`src/rtl/priority_decoder2to4_pulse_pkg.sv`:
```
// Shared definitions for the 2-to-4 pulse decoder: FSM states, index constants
// (kept identical to the priority encoder's mapping) and the index-to-one-hot helper.
package priority_decoder2to4_pulse_pkg;

  typedef enum logic [1:0] {
    ST_IDLE   = 2'd0,
    ST_ACTIVE = 2'd1,
    ST_GAP    = 2'd2
  } state_e;

  localparam logic [1:0] IDX_D0 = 2'd0;
  localparam logic [1:0] IDX_D1 = 2'd1;
  localparam logic [1:0] IDX_D2 = 2'd2;
  localparam logic [1:0] IDX_D3 = 2'd3;

  function automatic logic [3:0] idx_to_onehot(input logic [1:0] idx);
    logic [3:0] oh;
    oh = '0;
    unique case (idx)
      IDX_D0: oh[IDX_D0] = 1'b1;
      IDX_D1: oh[IDX_D1] = 1'b1;
      IDX_D2: oh[IDX_D2] = 1'b1;
      IDX_D3: oh[IDX_D3] = 1'b1;
      default: oh = '0;
    endcase
    return oh;
  endfunction

endpackage

```
`src/rtl/priority_decoder2to4_pulse_hold_counter.sv`:
```
// Loadable down-counter with zero flag; times how long the selected D line stays high.
module hold_counter #(
  parameter int unsigned CNT_W = 3
) (
  input  logic             clk,
  input  logic             rst_n,
  input  logic             i_load,
  input  logic [CNT_W-1:0] i_load_val,
  input  logic             i_dec,
  output logic [CNT_W-1:0] o_value,
  output logic             o_is_zero
);

  logic [CNT_W-1:0] r_count;

  always_ff @(posedge clk) begin
    if (!rst_n) begin
      r_count <= '0;
    end else if (i_load) begin
      r_count <= i_load_val;
    end else if (i_dec) begin
      r_count <= r_count - 1'b1;
    end
  end

  assign o_value   = r_count;
  assign o_is_zero = (r_count == '0);

endmodule

```
`src/rtl/priority_decoder2to4_pulse.sv`:
```
// Re-expands an accepted 2-bit index into a timed one-hot pulse on D3..D0,
// terminated by hold expiry or early ack, always followed by a one-cycle gap.
module priority_decoder2to4_pulse #(
  parameter int unsigned HOLD_CYCLES = 4,
  parameter int unsigned CNT_W       = 3
) (
  input  logic       clk,
  input  logic       rst_n,
  input  logic       A1,
  input  logic       A0,
  input  logic       V,
  input  logic       ack,
  output logic       in_ready,
  output logic       D0,
  output logic       D1,
  output logic       D2,
  output logic       D3,
  output logic       busy,
  output logic       done,
  output logic [1:0] code_q
);

  import priority_decoder2to4_pulse_pkg::*;

  // A hold of 0 behaves as a hold of 1.
  localparam int unsigned    HOLD_EFF = (HOLD_CYCLES == 0) ? 1 : HOLD_CYCLES;
  localparam logic [CNT_W-1:0] LOAD_VAL = CNT_W'(HOLD_EFF - 1);

  if (((HOLD_EFF - 1) >> CNT_W) != 0) begin : g_hold_range_check
    $error("HOLD_CYCLES-1 does not fit in CNT_W bits");
  end

  state_e           r_state;
  logic [3:0]       r_d;
  logic             r_busy;
  logic             r_done;
  logic [1:0]       r_code;

  logic [1:0]       w_idx;
  logic             w_accept;
  logic             w_term;
  logic             w_dec;
  logic             w_cnt_zero;
  logic [CNT_W-1:0] w_cnt_value;

  assign w_idx    = {A1, A0};
  assign w_accept = (r_state == ST_IDLE) && V;
  // ack and expiry together still yield a single termination.
  assign w_term   = (r_state == ST_ACTIVE) && (ack || w_cnt_zero);
  assign w_dec    = (r_state == ST_ACTIVE) && !w_term && (w_cnt_value != '0);

  hold_counter #(
    .CNT_W(CNT_W)
  ) u_hold_counter (
    .clk       (clk),
    .rst_n     (rst_n),
    .i_load    (w_accept),
    .i_load_val(LOAD_VAL),
    .i_dec     (w_dec),
    .o_value   (w_cnt_value),
    .o_is_zero (w_cnt_zero)
  );

  always_ff @(posedge clk) begin
    if (!rst_n) begin
      r_state <= ST_IDLE;
      r_d     <= '0;
      r_busy  <= 1'b0;
      r_done  <= 1'b0;
      r_code  <= '0;
    end else begin
      unique case (r_state)
        ST_IDLE: begin
          if (w_accept) begin
            r_code  <= w_idx;
            r_d     <= idx_to_onehot(w_idx);
            r_busy  <= 1'b1;
            r_state <= ST_ACTIVE;
          end
        end
        ST_ACTIVE: begin
          if (w_term) begin
            r_d     <= '0;
            r_done  <= 1'b1;
            r_state <= ST_GAP;
          end
        end
        ST_GAP: begin
          r_done  <= 1'b0;
          r_busy  <= 1'b0;
          r_state <= ST_IDLE;
        end
        default: begin
          r_d     <= '0;
          r_done  <= 1'b0;
          r_busy  <= 1'b0;
          r_state <= ST_IDLE;
        end
      endcase
    end
  end

  assign in_ready = (r_state == ST_IDLE);
  assign D0       = r_d[IDX_D0];
  assign D1       = r_d[IDX_D1];
  assign D2       = r_d[IDX_D2];
  assign D3       = r_d[IDX_D3];
  assign busy     = r_busy;
  assign done     = r_done;
  assign code_q   = r_code;

endmodule

```
`config.mk`:
```
export PLATFORM = sky130hd
export DESIGN_NAME = priority_decoder2to4_pulse
export DESIGN_NICKNAME = d
export VERILOG_FILES = /design/src/rtl/priority_decoder2to4_pulse_pkg.sv /design/src/rtl/priority_decoder2to4_pulse_hold_counter.sv /design/src/rtl/priority_decoder2to4_pulse.sv
export SDC_FILE = /design/constraint.sdc
export NUM_CORES = 1
export LEC_CHECK = 0
export CAP_MARGIN = 40
export CORE_AREA = 2 2 41 43
export DETAILED_ROUTE_END_ITERATION = 12
export DIE_AREA = 0 0 43 45
export HOLD_SLACK_MARGIN = 0.03
export PLACE_DENSITY = 0.7
export SLEW_MARGIN = 10
export SYNTH_ARGS = -nofsm -noshare
export SYNTH_HDL_FRONTEND = slang
export SYNTH_SLANG_ARGS = --single-unit
```
`constraint.sdc`:
```
create_clock -name clk -period 1.6 [get_ports clk]
set_clock_uncertainty 0.15 [all_clocks]
set_input_delay 0.24 -clock clk [delete_from_list [all_inputs] [get_ports clk]]
set_output_delay 0.24 -clock clk [all_outputs]
set_load 0.01 [all_outputs]
```
# ---- Yosys cells after proc, flatten, opt, wreduce, memory -nomap -nowiden
# Index checks and enable logic that the tools add are counted.
dict set report totals {
  regBits 13
  inputBits 6
  word_cells 52
}
dict set report op_classes {
  add_sub_neg 1
  eq_ne 7
  muxes 16
  bitwise_logic 4
  reduce_logical 17
}
# operator n
set ops {}
lappend ops {{$pmux 4 s3} 1}
lappend ops {{$mux 2} 4}
lappend ops {{$mux 4} 2}
lappend ops {{$reduce_and 2->1} 4}
lappend ops {{$eq 2x2->1 const B} 3}
lappend ops {{$mux 1} 6}
lappend ops {{$eq 2x1->1 const B} 2}
lappend ops {{$logic_and 1x1->1} 4}
lappend ops {{$logic_not 2->1} 2}
lappend ops {{$not 1->1} 4}
lappend ops {{$pmux 1 s2} 2}
lappend ops {{$pmux 2 s2} 1}
lappend ops {{$logic_not 3->1} 1}
lappend ops {{$reduce_and 3->1} 1}
lappend ops {{$reduce_bool 3->1} 1}
lappend ops {{$sub 3x1->3 const B} 1}
lappend ops {{$ne 2x1->1 const B} 1}
lappend ops {{$ne 2x2->1 const B} 1}
lappend ops {{$reduce_bool 2->1} 1}
lappend ops {{$reduce_or 2->1} 1}
lappend ops {{$logic_not 1->1} 1}
lappend ops {{$logic_or 1x1->1} 1}

# ---- Logic depth before layout (Yosys ltp)
dict set report logic_depth {
  ltp_word 8
  ltp_mapped 5
}

# ---- Modules after synthesis
# From an unflattened synthesis, not the netlist that was laid out.
dict set report unflattened {
  cells_unflattened 62
  area_unflattened_um2 609.3
}
# module n_inst cells_per_inst area_per_inst_um2 seq_area_each_um2
set by_module_without_submodules {}
lappend by_module_without_submodules {priority_decoder2to4_pulse 1 42 419.2 200.2}
lappend by_module_without_submodules {hold_counter 1 20 190.2 60.1}

# ---- Least setup slack after synthesis
# OpenSTA, ideal clock, no wires.
dict set report synth_timing {
  kind {register -> register}
  startpoint {register u_hold_counter.r_count[0] (netlist: u_hold_counter.o_value[0])}
  endpoint {register u_hold_counter.r_count[2] (netlist: u_hold_counter.o_value[2])}
  arrival_time_ns 1.246
  t_required_ns 1.364
  setup_slack_ns 0.118
  stages_incl_launch_ff 6
  n_path_buf 0
  period_less_slack_ns 1.482
  path_cell_list {dfxtp_1 -> inv_1 -> ha_1 -> nand2_1 -> or4b_1 -> a211oi_1}
}
dict set report synth_between {
  elab_chain_len 6
  elab_cells_between_ends 8
  classes_between {add/sub: 1; reduce/logical: 7}
}
# element line_no
set synth_rtl {}
lappend synth_rtl {{from (decl)} priority_decoder2to4_pulse_hold_counter.sv:14} ;# logic [CNT_W-1:0] r_count;
lappend synth_rtl {{from (signal assigned)} priority_decoder2to4_pulse_hold_counter.sv:20} ;# r_count <= i_load_val;
lappend synth_rtl {{from (signal assigned)} priority_decoder2to4_pulse_hold_counter.sv:22} ;# r_count <= r_count - 1'b1;
lappend synth_rtl {{$logic_not 3->1} priority_decoder2to4_pulse_hold_counter.sv:27} ;# assign o_is_zero = (r_count == '0);
lappend synth_rtl {{$logic_or 1x1->1} priority_decoder2to4_pulse.sv:49} ;# assign w_term = (r_state == ST_ACTIVE) && (ack || w_cnt_zero);
lappend synth_rtl {{$logic_and 1x1->1} priority_decoder2to4_pulse.sv:49}
lappend synth_rtl {{$logic_not 1->1} priority_decoder2to4_pulse.sv:50} ;# assign w_dec = (r_state == ST_ACTIVE) && !w_term && (w_cnt_value != '0);
lappend synth_rtl {{$logic_and 1x1->1 (2 in a row)} priority_decoder2to4_pulse.sv:50}
# Parallel ways exist; a longest one is shown, timed or not.
# A chain may end at the register's enable or synchronous reset.

# ---- Final worst setup path
dict set report layout_timing {
  startpoint {input port V}
  endpoint {register r_d[0]}
}
dict set report layout_between {
  elab_chain_len 3
}
# element line_no
set layout_rtl {}
lappend layout_rtl {{from (decl)} priority_decoder2to4_pulse.sv:11} ;# input logic V,
lappend layout_rtl {{$logic_and 1x1->1} priority_decoder2to4_pulse.sv:47} ;# assign w_accept = (r_state == ST_IDLE) && V;
lappend layout_rtl {{$ne 2x1->1 (no line)} -}
lappend layout_rtl {{$reduce_and 3->1 (no line)} -}
lappend layout_rtl {{to (signal assigned)} priority_decoder2to4_pulse.sv:76} ;# r_d <= idx_to_onehot(w_idx);
lappend layout_rtl {{to (decl)} priority_decoder2to4_pulse.sv:34} ;# logic [3:0] r_d;
# No other way between the ends.

==> results.md <==
* Routability cong. at 0.797
* DP Wirelength at 1000 µm
* GRT Residual Overflow at 0
* Library cells used by synthesis at 30
* Drt pass-1 iters at 4
* Dpl cells at 104
* Clk pwr share at 26.7%
* Post-synthesis area per instance at 8.63 µm²
* Switching share of power at roughly 28%
* CP max stage cell: clkdlybuf4s50_1
* CTS clock-pin slew for the worst setup and hold paths at about 0.080 ns
* Peak supply drop at ~0.45 mV
* Routed wire per std cell at ~13 µm
* DIE AREA at 0.00194 mm²
* CP endpoint kind: flop
* NumNets Final at around 100
* Ys Warns at 0
* Flops & latches, synth at 13
* Crit path cell chain: clkdlybuf4s50_1, or3b_4, or4_4, o21ai_1
* 1st-iter DRT viols at 14
* First-pass GRT wire length at 2240 µm
* # rows at 14
* F_max at 0.645 GHz
* CP arrival at 1.61 ns
* Die H at 45 µm
* Layout cell share with drive strength beyond 1 at 26.1%
* Crit path launch type: input port
* H-tree depth at 1
* P_leak at 0.353 nW
* Slew @ Worst Pin at 0.345 ns
* All-layer global routing usage at 15.6%
* Critical path class: in2reg
* Commonest non-fill, non-tap cells in the layout: clkdlybuf4s50_1 (12), dfxtp_1 (10), buf_4 (10)
* Vias in the first global route at approximately 520
* Core Area at 0.00147 mm²
* Combinational Power Share at 24.8%
* Die X at 43 µm
* Pwr/cell area at 888 mW/mm²
* Number of I/O pins at 15
* Final-report setup violation count at 0
* Post-Syn Area at 587 µm²
* Critical path's largest stage delay at 0.48 ns
* Net switching power at 0.000213 W
* CP Data Required Time at 1.66 ns
* Clock Path Buffers at 2
* Postcts setup bufs at 0
* Critical Path Fanout Max at 2
* Final hold slack at 0.297 ns
* WL final at around 1400 µm
* Number of antenna violations at the first check in global routing at 0
* Area grow syn2layout at 46.1%
* Final hold vios at 0
* Final max-slew violation count at 0
* Sequential power share at 48.5%
* CTS tree: done
* Post-Syn Instances at a little under 70
* TritonCTS buffer count at 3
* Non-filler cells, final at 108
* Vias/cell at between 5 and 6
* Relative slew slack at 76.8%
* Vias at 588
* Worst hold path class: reg2reg
* Status: completed
* DRT antenna net count at 0
* Synthesized net count at 76
* Drt drc at 0
* Pint at 0.000548 W
* Min Tclk post-route at 1.55 ns
* Largest net degree at the start of global routing at 10
* Root Buffer: clkbuf_4
* Post-synthesis sequential area ratio at between 40 and 50%
* Final period util at between 90 and 100%
* Commonest non-fill, non-tap cell in the layout: clkdlybuf4s50_1
* Number of buffers added on ports at 14
* Worst skew pair latency at 0.27 ns
* # diodes at 0
* Max Cap Violations at 0
* Starting density of the core at 39.9%
* CTS sink cnt at 13
==> power groups by stage <==
stage	logic (W)	clock network, W	registers, W
finish	0.000189	0.000203	0.000369
global route	0.000208	0.000224	0.000373
CTS	0.000173	0.000211	0.000365
floorplan	0.0000899	0	0.000373
detailed placement	0.000174	0	0.000373
global placement	0.000172	0	0.000372
==> worst max-delay path, delay by kind of cell <==
family | cells | cell delay [ns]
simple gates | 2 | 0.80
buf+inv | 1 | 0.48
compound gates | 1 | 0.09
==> cells by family after synthesis <==
| group | synth area share (%) |
|---|---|
| DFF | 44.3 |
| and+or+nand+nor | 28.1 |
| adders and majority gates | 4.26 |
| AOI/OAI and AO/OA | 17.1 |
| buffers and inverters | 6.18 |
==> synthesized netlist by cell type <==
library cell	count	area share, %
a211oi_1	1	1.3
a21oi_1	4	3.4
and3b_1	1	1.5
buf_2	1	0.85
buf_4	1	1.3
clkbuf_1	1	0.64
clkbuf_2	1	0.85
dfxtp_1	13	44
ha_1	2	4.3
inv_1	4	2.6
nand2_1	8	5.1
nand2b_1	2	2.1
nand3_1	4	3.4
nand4b_1	1	1.5
nor2_1	4	2.6
nor2b_1	2	2.1
nor3_1	1	0.85
nor3b_1	1	1.3
nor4_1	3	3.2
o21a_1	1	1.3
o21ai_0	3	2.6
o22ai_1	1	1.1
o2bb2ai_1	1	1.5
o311a_1	1	1.7
o31a_1	1	1.5
o31ai_1	1	1.3
o32ai_1	1	1.5
or3b_1	1	1.5
or4_1	1	1.3
or4b_1	1	1.7
==> through the flow <==
stage	area [µm²]	total power (W)	util [%]	TNS, ns	setup WS (ns)
2_1_floorplan	587	0.000463	-	0	0.118
3_3_place_gp	801	0.000544	54.4	-0.558	-0.166
3_5_place_dp	801	0.000547	54.4	-0.686	-0.184
4_1_cts	827	0.000749	56.2	0	0.0183
5_1_grt	857	0.000805	58.2	-0.0200	-0.0200
6_report	857	0.000761	58.2	0	0.0492
==> final timing paths <==
kind	start	endpoint	slack, ns	depth (start not counted)
min reg2reg	done$_SDFFE_PN0P_	done$_SDFFE_PN0P_	0.30	2
max reg2reg	u_hold_counter.o_value[0]$_SDFFE_PN0P_	u_hold_counter.o_value[2]$_SDFFE_PP0P_	0.06	5
max	V	r_d[0]$_SDFFE_PN0P_	0.05	4
min	done$_SDFFE_PN0P_	done$_SDFFE_PN0P_	0.30	2
==> state kept, by name (all words and copies together), names as in the netlist <==
| signal | cells |
|---|---|
| r_d | 4 |
| u_hold_counter.o_value | 3 |
| code_q | 2 |
| r_state | 2 |
| busy | 1 |
| done | 1 |
==> repair_timing <==
action	CTS	global route
setup endpoints to repair	1	7
pin swaps	0	2
hold buffers	0	0
resized for setup	2	13
cloned	0	0
==> cell type report <==
type,instances,area [µm²]
Clock buffer,4,26.3
Fill cell,143,614
Inverter,4,15.0
Multi-Input combinational cell,47,315
Sequential cell,13,264
Tap cell,16,20.0
Timing Repair Buffer,24,216
==> layer usage <==
metal	track usage, %	share of wire (%)	wire length (µm)
met5	0	0	0
met4	9.70	2.1	28
met3	3.60	5.0	68
met2	23.3	45	608
met1	20.4	48	657
Power figures use the tool's default switching activity.
